### config.mk
export PLATFORM = sky130hd
export DESIGN_NAME = view_sel_ctrl
export DESIGN_NICKNAME = d
export VERILOG_FILES = /design/src/rtl/view_sel_ctrl.sv
export SDC_FILE = /design/constraint.sdc
export NUM_CORES = 1
export LEC_CHECK = 0
export ABC_AREA = 1
export BUFFER_PORTS_ARGS = -buffer_cell sky130_fd_sc_hd__buf_2
export CORE_UTILIZATION = 45
export CTS_BUF_LIST = sky130_fd_sc_hd__clkbuf_8
export CTS_CLUSTER_SIZE = 10
export DETAILED_ROUTE_END_ITERATION = 7
export SYNTH_ARGS = -nofsm -noshare
export SYNTH_HDL_FRONTEND = slang
export SYNTH_SLANG_ARGS = --single-unit
### constraint.sdc
create_clock -name clk -period 3.03 [get_ports clk]
set_input_delay 0.303 -clock clk [delete_from_list [all_inputs] [get_ports clk]]
set_output_delay 0.303 -clock clk [all_outputs]
set_load 0.02 [all_outputs]
### src/rtl/view_sel_ctrl.sv
// view_sel_ctrl: debounced step/mode buttons drive manual or timed rotation of the display view selector.
// Define VIEW_BLANK_EN to add the blank output that masks the display for BLANK_CYCLES after each view change.
module view_sel_ctrl #(
    parameter int DEBOUNCE_CYCLES = 1000000,
    parameter int DWELL_CYCLES    = 50000000,
    parameter int NUM_VIEWS       = 6,
    parameter int BLANK_CYCLES    = 4
) (
    input  logic       clk,
    input  logic       rst_n,
    input  logic       btn_step,
    input  logic       btn_mode,
    output logic [2:0] sel,
    output logic       auto_mode,
    output logic       sel_changed
`ifdef VIEW_BLANK_EN
    ,
    output logic       blank
`endif
);
    localparam int CW = $clog2(DEBOUNCE_CYCLES);
    localparam int DW = $clog2(DWELL_CYCLES);
    localparam logic [CW-1:0] DB_MAX = CW'(DEBOUNCE_CYCLES - 1);
    localparam logic [DW-1:0] DW_MAX = DW'(DWELL_CYCLES - 1);
    localparam logic [2:0] LAST = 3'(NUM_VIEWS - 1);

    if (DEBOUNCE_CYCLES < 2 || DWELL_CYCLES < 2 || NUM_VIEWS < 2 || NUM_VIEWS > 8 || BLANK_CYCLES < 1) begin : g_bad_param
        $error("view_sel_ctrl: parameter out of range");
    end

    typedef enum logic {MANUAL, AUTO} state_t;

    // bit 0 = step, bit 1 = mode
    logic [1:0] btn, s1, s2, deb, deb_d, press;
    logic [CW-1:0] cnt [2];
    state_t state, state_nxt;
    logic [DW-1:0] dwell, dwell_nxt;
    logic adv;

    assign btn   = {btn_mode, btn_step};
    assign press = deb & ~deb_d;

    always_ff @(posedge clk or negedge rst_n) begin
        if (!rst_n) begin
            s1     <= '0;
            s2     <= '0;
            deb    <= '0;
            deb_d  <= '0;
            cnt[0] <= '0;
            cnt[1] <= '0;
        end else begin
            s1    <= btn;
            s2    <= s1;
            deb_d <= deb;
            for (int i = 0; i < 2; i++) begin
                if (s2[i] == deb[i]) cnt[i] <= '0;
                else if (cnt[i] == DB_MAX) begin
                    cnt[i] <= '0;
                    deb[i] <= ~deb[i];
                end else cnt[i] <= cnt[i] + 1'b1;
            end
        end
    end

    // a mode press wins over a same-cycle step press or dwell expiry
    always_comb begin
        state_nxt = state;
        dwell_nxt = '0;
        adv       = 1'b0;
        if (press[1]) state_nxt = (state == MANUAL) ? AUTO : MANUAL;
        else if (state == AUTO) begin
            adv       = press[0] || dwell == DW_MAX;
            dwell_nxt = adv ? '0 : dwell + 1'b1;
        end else adv = press[0];
    end

    always_ff @(posedge clk or negedge rst_n) begin
        if (!rst_n) begin
            state       <= MANUAL;
            dwell       <= '0;
            sel         <= '0;
            sel_changed <= 1'b0;
        end else begin
            state       <= state_nxt;
            dwell       <= dwell_nxt;
            sel         <= adv ? ((sel == LAST) ? 3'd0 : sel + 3'd1) : sel;
            sel_changed <= adv;
        end
    end

    assign auto_mode = state == AUTO;

`ifdef VIEW_BLANK_EN
    localparam int BW = $clog2(BLANK_CYCLES + 1);
    localparam logic [BW-1:0] BLANK_MAX = BW'(BLANK_CYCLES);
    logic [BW-1:0] bcnt;

    always_ff @(posedge clk or negedge rst_n) begin
        if (!rst_n) bcnt <= '0;
        else bcnt <= adv ? BLANK_MAX : (bcnt != '0) ? bcnt - 1'b1 : bcnt;
    end

    assign blank = bcnt != '0;
`endif
endmodule

Word level (Yosys, flattened, before mapping)
Cells that the tools add are included.
{"block": "totals", "ff_bits": 79, "input_bits": 4, "out_inout_bits": 5, "word_cells": 41}
{"block": "classes", "add_sub_neg": 4, "n_eq_ne": 6, "muxes": 11, "n_bitwise": 6, "reduce_logical": 3}
{"cell": "$mux 20", "count": 4}
{"cell": "$mux 26", "count": 3}
{"cell": "$add 20x1->20 const B", "count": 2}
{"cell": "$eq 20x20->1 const B", "count": 2}
{"cell": "$add 26x1->26 const B", "count": 1}
{"cell": "$eq 26x26->1 const B", "count": 1}
{"cell": "$not 1->1", "count": 4}
{"cell": "$reduce_and 2->1", "count": 2}
{"cell": "$add 3x1->3 const B", "count": 1}
{"cell": "$eq 3x3->1 const B", "count": 1}
{"cell": "$mux 1", "count": 3}
{"cell": "$mux 3", "count": 1}
{"cell": "$and 2x2->2", "count": 1}
{"cell": "$eq 1x1->1", "count": 2}
{"cell": "$not 2->2", "count": 1}
{"cell": "$logic_or 1x1->1", "count": 1}

Depth between registers and ports, before layout
Gate-level depths: netlist of the first run.
{"block": "logic_depth", "ltp_word": 6, "mapped_depth": 10, "ltp_nobuf": 10}

Worst setup path before layout of the first run
No wires, ideal clock.
{"block": "synth_path", "kind": "reg2reg", "start": "register dwell[0]", "end": "register dwell[16]", "setup_ns": 0.071, "arrival_time_ns": 1.380, "required_ns": 2.959, "slack_ns": 1.579, "path_stages_with_launch": 10, "n_path_buf": 1, "period_less_slack_ns": 1.451, "path_cell_list": "dfrtp_1 > ha_1 > nand3_4 > nor2_1 > nand2_1 > nor2_2 > nor2_4 > nand2_4 > buf_6 > nor2_1"}
{"block": "synth_between", "elab_chain_cells": 5, "word_cells_on_any_way": 6, "classes_between": "add/sub (1); eq/ne (1); mux (3); reduce/logical (1)"}
{"item": "start, declared", "line": "37", "text": "logic [DW-1:0] dwell, dwell_nxt;"}
{"item": "start signal, assigned", "line": "85", "text": "dwell <= dwell_nxt;"}
{"item": "parallel branches: the longest is 2 deep, another holds $add 26x1->26"}
{"item": "$mux 26 (*)", "line": "73", "text": "dwell_nxt = adv ? '0 : dwell + 1'b1;"}
{"item": "$mux 26 (*)", "line": "71", "text": "else if (state == AUTO) begin"}
{"item": "$mux 26 (*)", "line": "70", "text": "if (press[1]) state_nxt = (state == MANUAL) ? AUTO : MANUAL;"}
{"item": "net dwell_nxt[16]", "line": "37"}
Mark *: on every way through the listed nets, which the timed path passes.
A chain may end at the register's enable or synchronous reset.

Worst setup path after layout of the first run
Same ends and word-level chain as after synthesis.

==> results_dict.tcl, run 1 <==
set metrics [dict create \
    leakage_nw 2.06 \
    areaGrowthSynthToFinish_pct 9.47 \
    setup_viol 0 \
    coreArea_um2 8890 \
    yosys_warnings 0 \
    regArea_um2 1980 \
    syn-num-nets 557 \
    cp-start-kind "flip-flop" \
    gp_congestion 0.879 \
    setup_ws_ns 1.38 \
    fp.dieW_um 98.8 \
    cp_top_family "simple AND/OR/NAND/NOR gates" \
    fin_crit_ns 1.65 \
    rsz0062_at_grt "no" \
    crit_arrival_ns 1.88 \
    cts.sinks 79 \
    grt_usage 0.189 \
    cts_resized 0 \
    fin_skew_ns 0.00432 \
    hold_path_class "input pin to flip-flop" \
    dr.pass1.iters 4 \
    routed_wl_mm 8.32 \
    clock_path_buffers 2 \
    post-place-ws_ns 1.37 \
    tns_ns 0 \
    hpwl_mm 5.99 \
    ioPinCount 9 \
    drive_above_1_share 0.0771 \
    die_y_um 98.8 \
    cts-hold-fix-buffers 0 \
    ys_seq_elements 79 \
    cp-end-kind "flip-flop" \
    rows 34 \
    clk_pin_slew_ns 0.08 \
    grt_pass1_wl_mm 14.7 \
    drv_slew 0 \
    nFillCells 853 \
    status "completed" \
    cts_tree "done" \
    ys_seq_area_frac 0.469 \
    syn_area_per_cell_um2 7.66 \
    path_buf_inv 0 \
    worst_slew_pin_slew_ns 0.988 \
    drc 0 \
    power_density_nw_per_um2 448 \
    multiInputGateArea_um2 1960 \
    report.final.hold_viol_count 0 \
    required_ns 3.27 \
    post_cts_buffers 0 \
    synthDistinctLibCells 29 \
    slowest_stage "dfrtp_1" \
    diodes 0 \
    path_max_fanout 22 \
    grt_pass1_vias 3237 \
    grt_max_degree 80 \
    worstSkewPairLatency_ns 0.35 \
    path_common_cell "nor2_1" \
    critPathMaxStageDelay_ns 0.39 \
    wire_per_inst_um 12.3 \
    ir_worst_vdd_mv 0.240 \
    nets 574 \
    synth_area_um2 4210 \
    h-tree-depth 3 \
    crit_type "flip-flop to flip-flop" \
    detail-route-antenna-nets 0 \
    path_cells "ha_1 > nand3_4 > nor2_1 > nand2_1 > nor2_2 > nor2_4 > nand2_4 > nor2_1" \
    antenna_found_initial 0 \
    max_freq_ghz 0.607 \
    start_util 0.474 \
    vias 3306 \
    min_period_over_period 0.544 \
    gr-total-overflow 0 \
    drtIter0Drc 115 \
    synth_cells 550 \
    viasPerCell 4.87 \
    die-area_um2 9750 \
    root_buffer "clkbuf_8" \
    max_cap_violations 0 \
    io_buffers 8 \
    cts_buffers 9 \
    slew_headroom 0.341 \
]
## per-layer routing
metal  wire length [µm]  up-vias  global-route usage
li1                   -     1714                   -
met1               4100     1529               0.245
met2               3800       44               0.310
met3                200       19              0.0284
met4                225        0              0.0930
met5                  0        -                   0
## cells in the final DEF (no fill, tap or decap), drive strengths merged, types with 8 or more instances in the layout
cell type	count
nand2	137
xnor2	12
dfrtp	79
inv	66
buf	8
clkbuf	10
nor3	13
nand3	29
xor2	28
nor2	149
## cell type report
class | instances | share of cell area
Sequential cell | 79 | 0.429
Inverter | 67 | 0.0545
Timing Repair Buffer | 8 | 0.00922
Multi-Input combinational cell | 402 | 0.425
Tap cell | 108 | 0.0293
Clock inverter | 5 | 0.0231
Clock buffer | 10 | 0.0298
## cell usage after synthesis (all sizes together)
| cell | n | area [µm²] |
|---|---|---|
| nor2 | 149 | 582 |
| nand2 | 137 | 539 |
| dfrtp | 79 | 1980 |
| inv | 66 | 248 |
| nand3 | 29 | 158 |
| xor2 | 28 | 245 |
| nor3 | 13 | 81.3 |
| xnor2 | 12 | 105 |
| a21oi | 6 | 30.0 |
| nand4 | 6 | 37.5 |
| nand3b | 5 | 50.1 |
| o21bai | 5 | 41.3 |
| o21ai | 4 | 20.0 |
| ha | 3 | 37.5 |
| nor3b | 3 | 22.5 |
| buf | 2 | 22.5 |
| clkinv | 1 | 3.75 |
| o22ai | 1 | 6.26 |
| or2 | 1 | 6.26 |
## per-stage QoR
step / area (µm²) / total power [W] / hold WS [ns] / util / std cells
4_1_cts: 4610 / 0.00210 / 0.0371 / 0.519 / 679
3_5_place_dp: 4370 / 0.00114 / 0.337 / 0.491 / 664
2_1_floorplan: 4210 / 0.00111 / 0.00741 / - / 550
5_1_grt: 4610 / 0.00214 / 0.0412 / 0.519 / 679
3_3_place_gp: 4370 / 0.00114 / 0.336 / 0.491 / 664
6_report: 4610 / 0.00207 / 0.0517 / 0.519 / 679
## sequential cells by signal, summed over array words and instances, names as in the netlist
name and cells:
cnt 40, dwell 26, sel 3, deb 2
deb_d 2, s1 2, s2 2, auto_mode 1
sel_changed 1
## power breakdown
part / switching, W / internal [W]
clock network: 0.000389 / 0.000567
registers: 0.00000584 / 0.00106
logic: 0.0000358 / 0.00000896
total: 0.000431 / 0.00164
## final timing paths
check | from | endpoint | slack (ns) | cells past startpoint
worst max-delay path | dwell[0] | dwell[16] | 1.38 | 8
worst min-delay path | btn_mode | s1[1] | 0.05 | 1
worst max register to register | dwell[0] | dwell[16] | 1.38 | 8
worst min register to register | s1[0] | s2[0] | 0.35 | 0
max in group asynchronous | rst_n | dwell[19] | 2.28 | 1
min in group asynchronous | rst_n | dwell[3] | 0.08 | 1
## cells by family (layout without fill, tap and decap cells)
group	Yosys count	in the layout	share of synthesized area
compound gates	16	16	0.0232
flops	79	79	0.469
xor+xnor	40	40	0.0832
buf+inv	69	90	0.0650
fa+ha+maj	3	3	0.00891
simple gates	343	343	0.350
No activity file was read; power rests on OpenSTA's default activity.
==> inputs of run 2 (changes only) <==
==> constraint.sdc (replaced) <==
create_clock -name clk -period 1.55 [get_ports clk]
set_input_delay 0.155 -clock clk [delete_from_list [all_inputs] [get_ports clk]]
set_output_delay 0.155 -clock clk [all_outputs]
set_load 0.02 [all_outputs]
==> results_dict.tcl, run 2 (synthesis gave the netlist of run 1 again) <==
set metrics [dict create \
    status "completed" \
    rows 34 \
    die-area_um2 9750 \
    gp_congestion 0.862 \
    viasPerCell 4.80 \
    r2r-start "dwell[1]" \
    hpwl_mm 6.18 \
    cts.sinks 79 \
    routed_wl_mm 8.73 \
    max_freq_ghz 0.671 \
    top_register "cnt" \
    design_area_um2 5000 \
    worstSkewPairLatency_ns 0.34 \
    grt_pass1_wl_mm 14.9 \
    rsz0062_at_grt "yes" \
    max_cap_violations 0 \
    coreArea_um2 8890 \
    drive_above_1_share 0.164 \
    dp_cells 683 \
    antenna_found_initial 0 \
    root_buffer "clkbuf_8" \
    grt_use_met1 0.262 \
    worst_slew_pin_slew_ns 0.441 \
    postLayoutCoreUtil 0.562 \
    cp-start-kind "flip-flop" \
    multiInputGateArea_um2 2140 \
    h-tree-depth 3 \
    crit_arrival_ns 1.72 \
    grt_max_degree 46 \
    mostFrequentLayoutCells "132 x nor2_1, 125 x nand2_1, 77 x dfrtp_1" \
    hold_path_class "input pin to asynchronous set/reset pin" \
    place_area_um2 4540 \
    path_max_fanout 5 \
    grt-busiest-layer "met2" \
    report.final.hold_viol_count 0 \
    seq_power_share 0.564 \
    largest_registers "cnt: 40 flops, dwell: 26 flops, sel: 3 flops" \
    areaGrowthSynthToFinish_pct 18.7 \
    leakage_nw 2.21 \
    crit_type "flip-flop to flip-flop" \
    min_period_over_period 0.961 \
    dr.pass1.iters 4 \
    met3_usage 0.0305 \
    combPwrFrac 0.033 \
    critPathLaunch "dwell[1]" \
    nets 605 \
    fin_crit_ns 1.49 \
    ir_worst_vdd_mv 0.569 \
    vias 3410 \
    fp.dieW_um 98.8 \
    cp-end-kind "flip-flop" \
    gr-total-overflow 0 \
    fin_skew_ns 0.00880 \
    slew_headroom 0.705 \
    drc 0 \
    regArea_um2 1980 \
    grt_pass1_vias 3302 \
    p_int_w 0.00285 \
    power_w 0.00371 \
    io_buffers 8 \
    power_density_nw_per_um2 741 \
    required_ns 1.78 \
    wire_per_inst_um 12.3 \
    mostFrequentLayoutCell "nor2_1" \
    drv_slew 0 \
    final_cells 711 \
    drtIter0Drc 118 \
    die_y_um 98.8 \
    largest_reg_flops 40 \
    grt_usage 0.192 \
    p_sw_frac 0.230 \
    ioPinCount 9 \
    clk_pin_slew_ns 0.09 \
    p_clk_frac 0.403 \
    start_util 0.474 \
    detail-route-antenna-nets 0 \
    cts_buffers 9 \
    cts_tree "done" \
    nFillCells 820 \
    setup_viol 0 \
    power_switching_w 0.000852 \
    clock_path_buffers 2 \
    grtUsageMet2 0.305 \
    diodes 0 \
    tns_ns 0 \
]
==> run 2: changes by cell type in the layout (fill, tap and decap cells not counted), sizes merged, moves of 2 or more <==
| cell | change |
|---|---|
| nand2 | +2 |
| bufinv | -2 |
| buf | +26 |
| dlygate4sd3 | +3 |
| clkinv | +3 |
==> run 2: metrics by stage <==
step | setup WS (ns) | hold WS [ns]
4_1_cts | 0.00243 | 0.212
5_1_grt | -0.0996 | 0.236
3_3_place_gp | -0.0240 | 0.0455
6_report | 0.0598 | 0.215
2_1_floorplan | 0.0992 | -0.141
3_5_place_dp | -0.0304 | 0.0481
==> run 2: final timing paths <==
kind                             end  slack (ns)  cells after the start
max                        dwell[12]        0.06                      7
min                        dwell[24]        0.22                      2
max reg2reg                dwell[12]        0.06                      7
min reg2reg                    s2[0]        0.35                      0
max in group asynchronous   dwell[8]        0.80                      3
min in group clk               s2[0]        0.35                      0
==> run 2: worst max-delay path, cell delays in order, from the launching register on <==
cell	delay (ns)
dfrtp_1	0.41
ha_4	0.16
nand3_4	0.10
nor3_4	0.26
nand2_4	0.12
buf_6	0.14
xor2_1	0.12
nor2_1	0.05
==> run 2: layout make-up <==
type                    count  area share
multi-input cells         404       0.427
repair buffers             37      0.0618
clock buffers               9      0.0248
clock inverters             7      0.0130
inverters                  67      0.0503
flip-flops and latches     79       0.396
well taps                 108      0.0270
==> run 2: power groups by stage <==
| stage | clock network (W) | logic [W] | registers, W |
|---|---|---|---|
| final | 0.00149 | 0.000123 | 0.00209 |
| after global routing | 0.00164 | 0.000145 | 0.00209 |
| after CTS | 0.00155 | 0.000121 | 0.00209 |
| after detailed placement | 0 | 0.000109 | 0.00213 |
| after global placement | 0 | 0.000107 | 0.00213 |
| after floorplan | 0 | 0.0000357 | 0.00213 |
==> run 2: metal layers <==
metal,up-vias,part of all wire
met3,10,0.027
met1,1571,0.50
li1,1789,-
met4,0,0.013
met5,-,0
met2,40,0.46
==> run 2: what timing repair did <==
| item | CTS | global route |
|---|---|---|
| resized for setup | 5 | 34 |
| pin swaps | 2 | 15 |
| endpoints found under the setup margin | 35 | 54 |
| setup buffers | 2 | 5 |
| hold endpoints to repair | 53 | 0 |
| gates cloned | 0 | 2 |
| hold buffers | 3 | 0 |
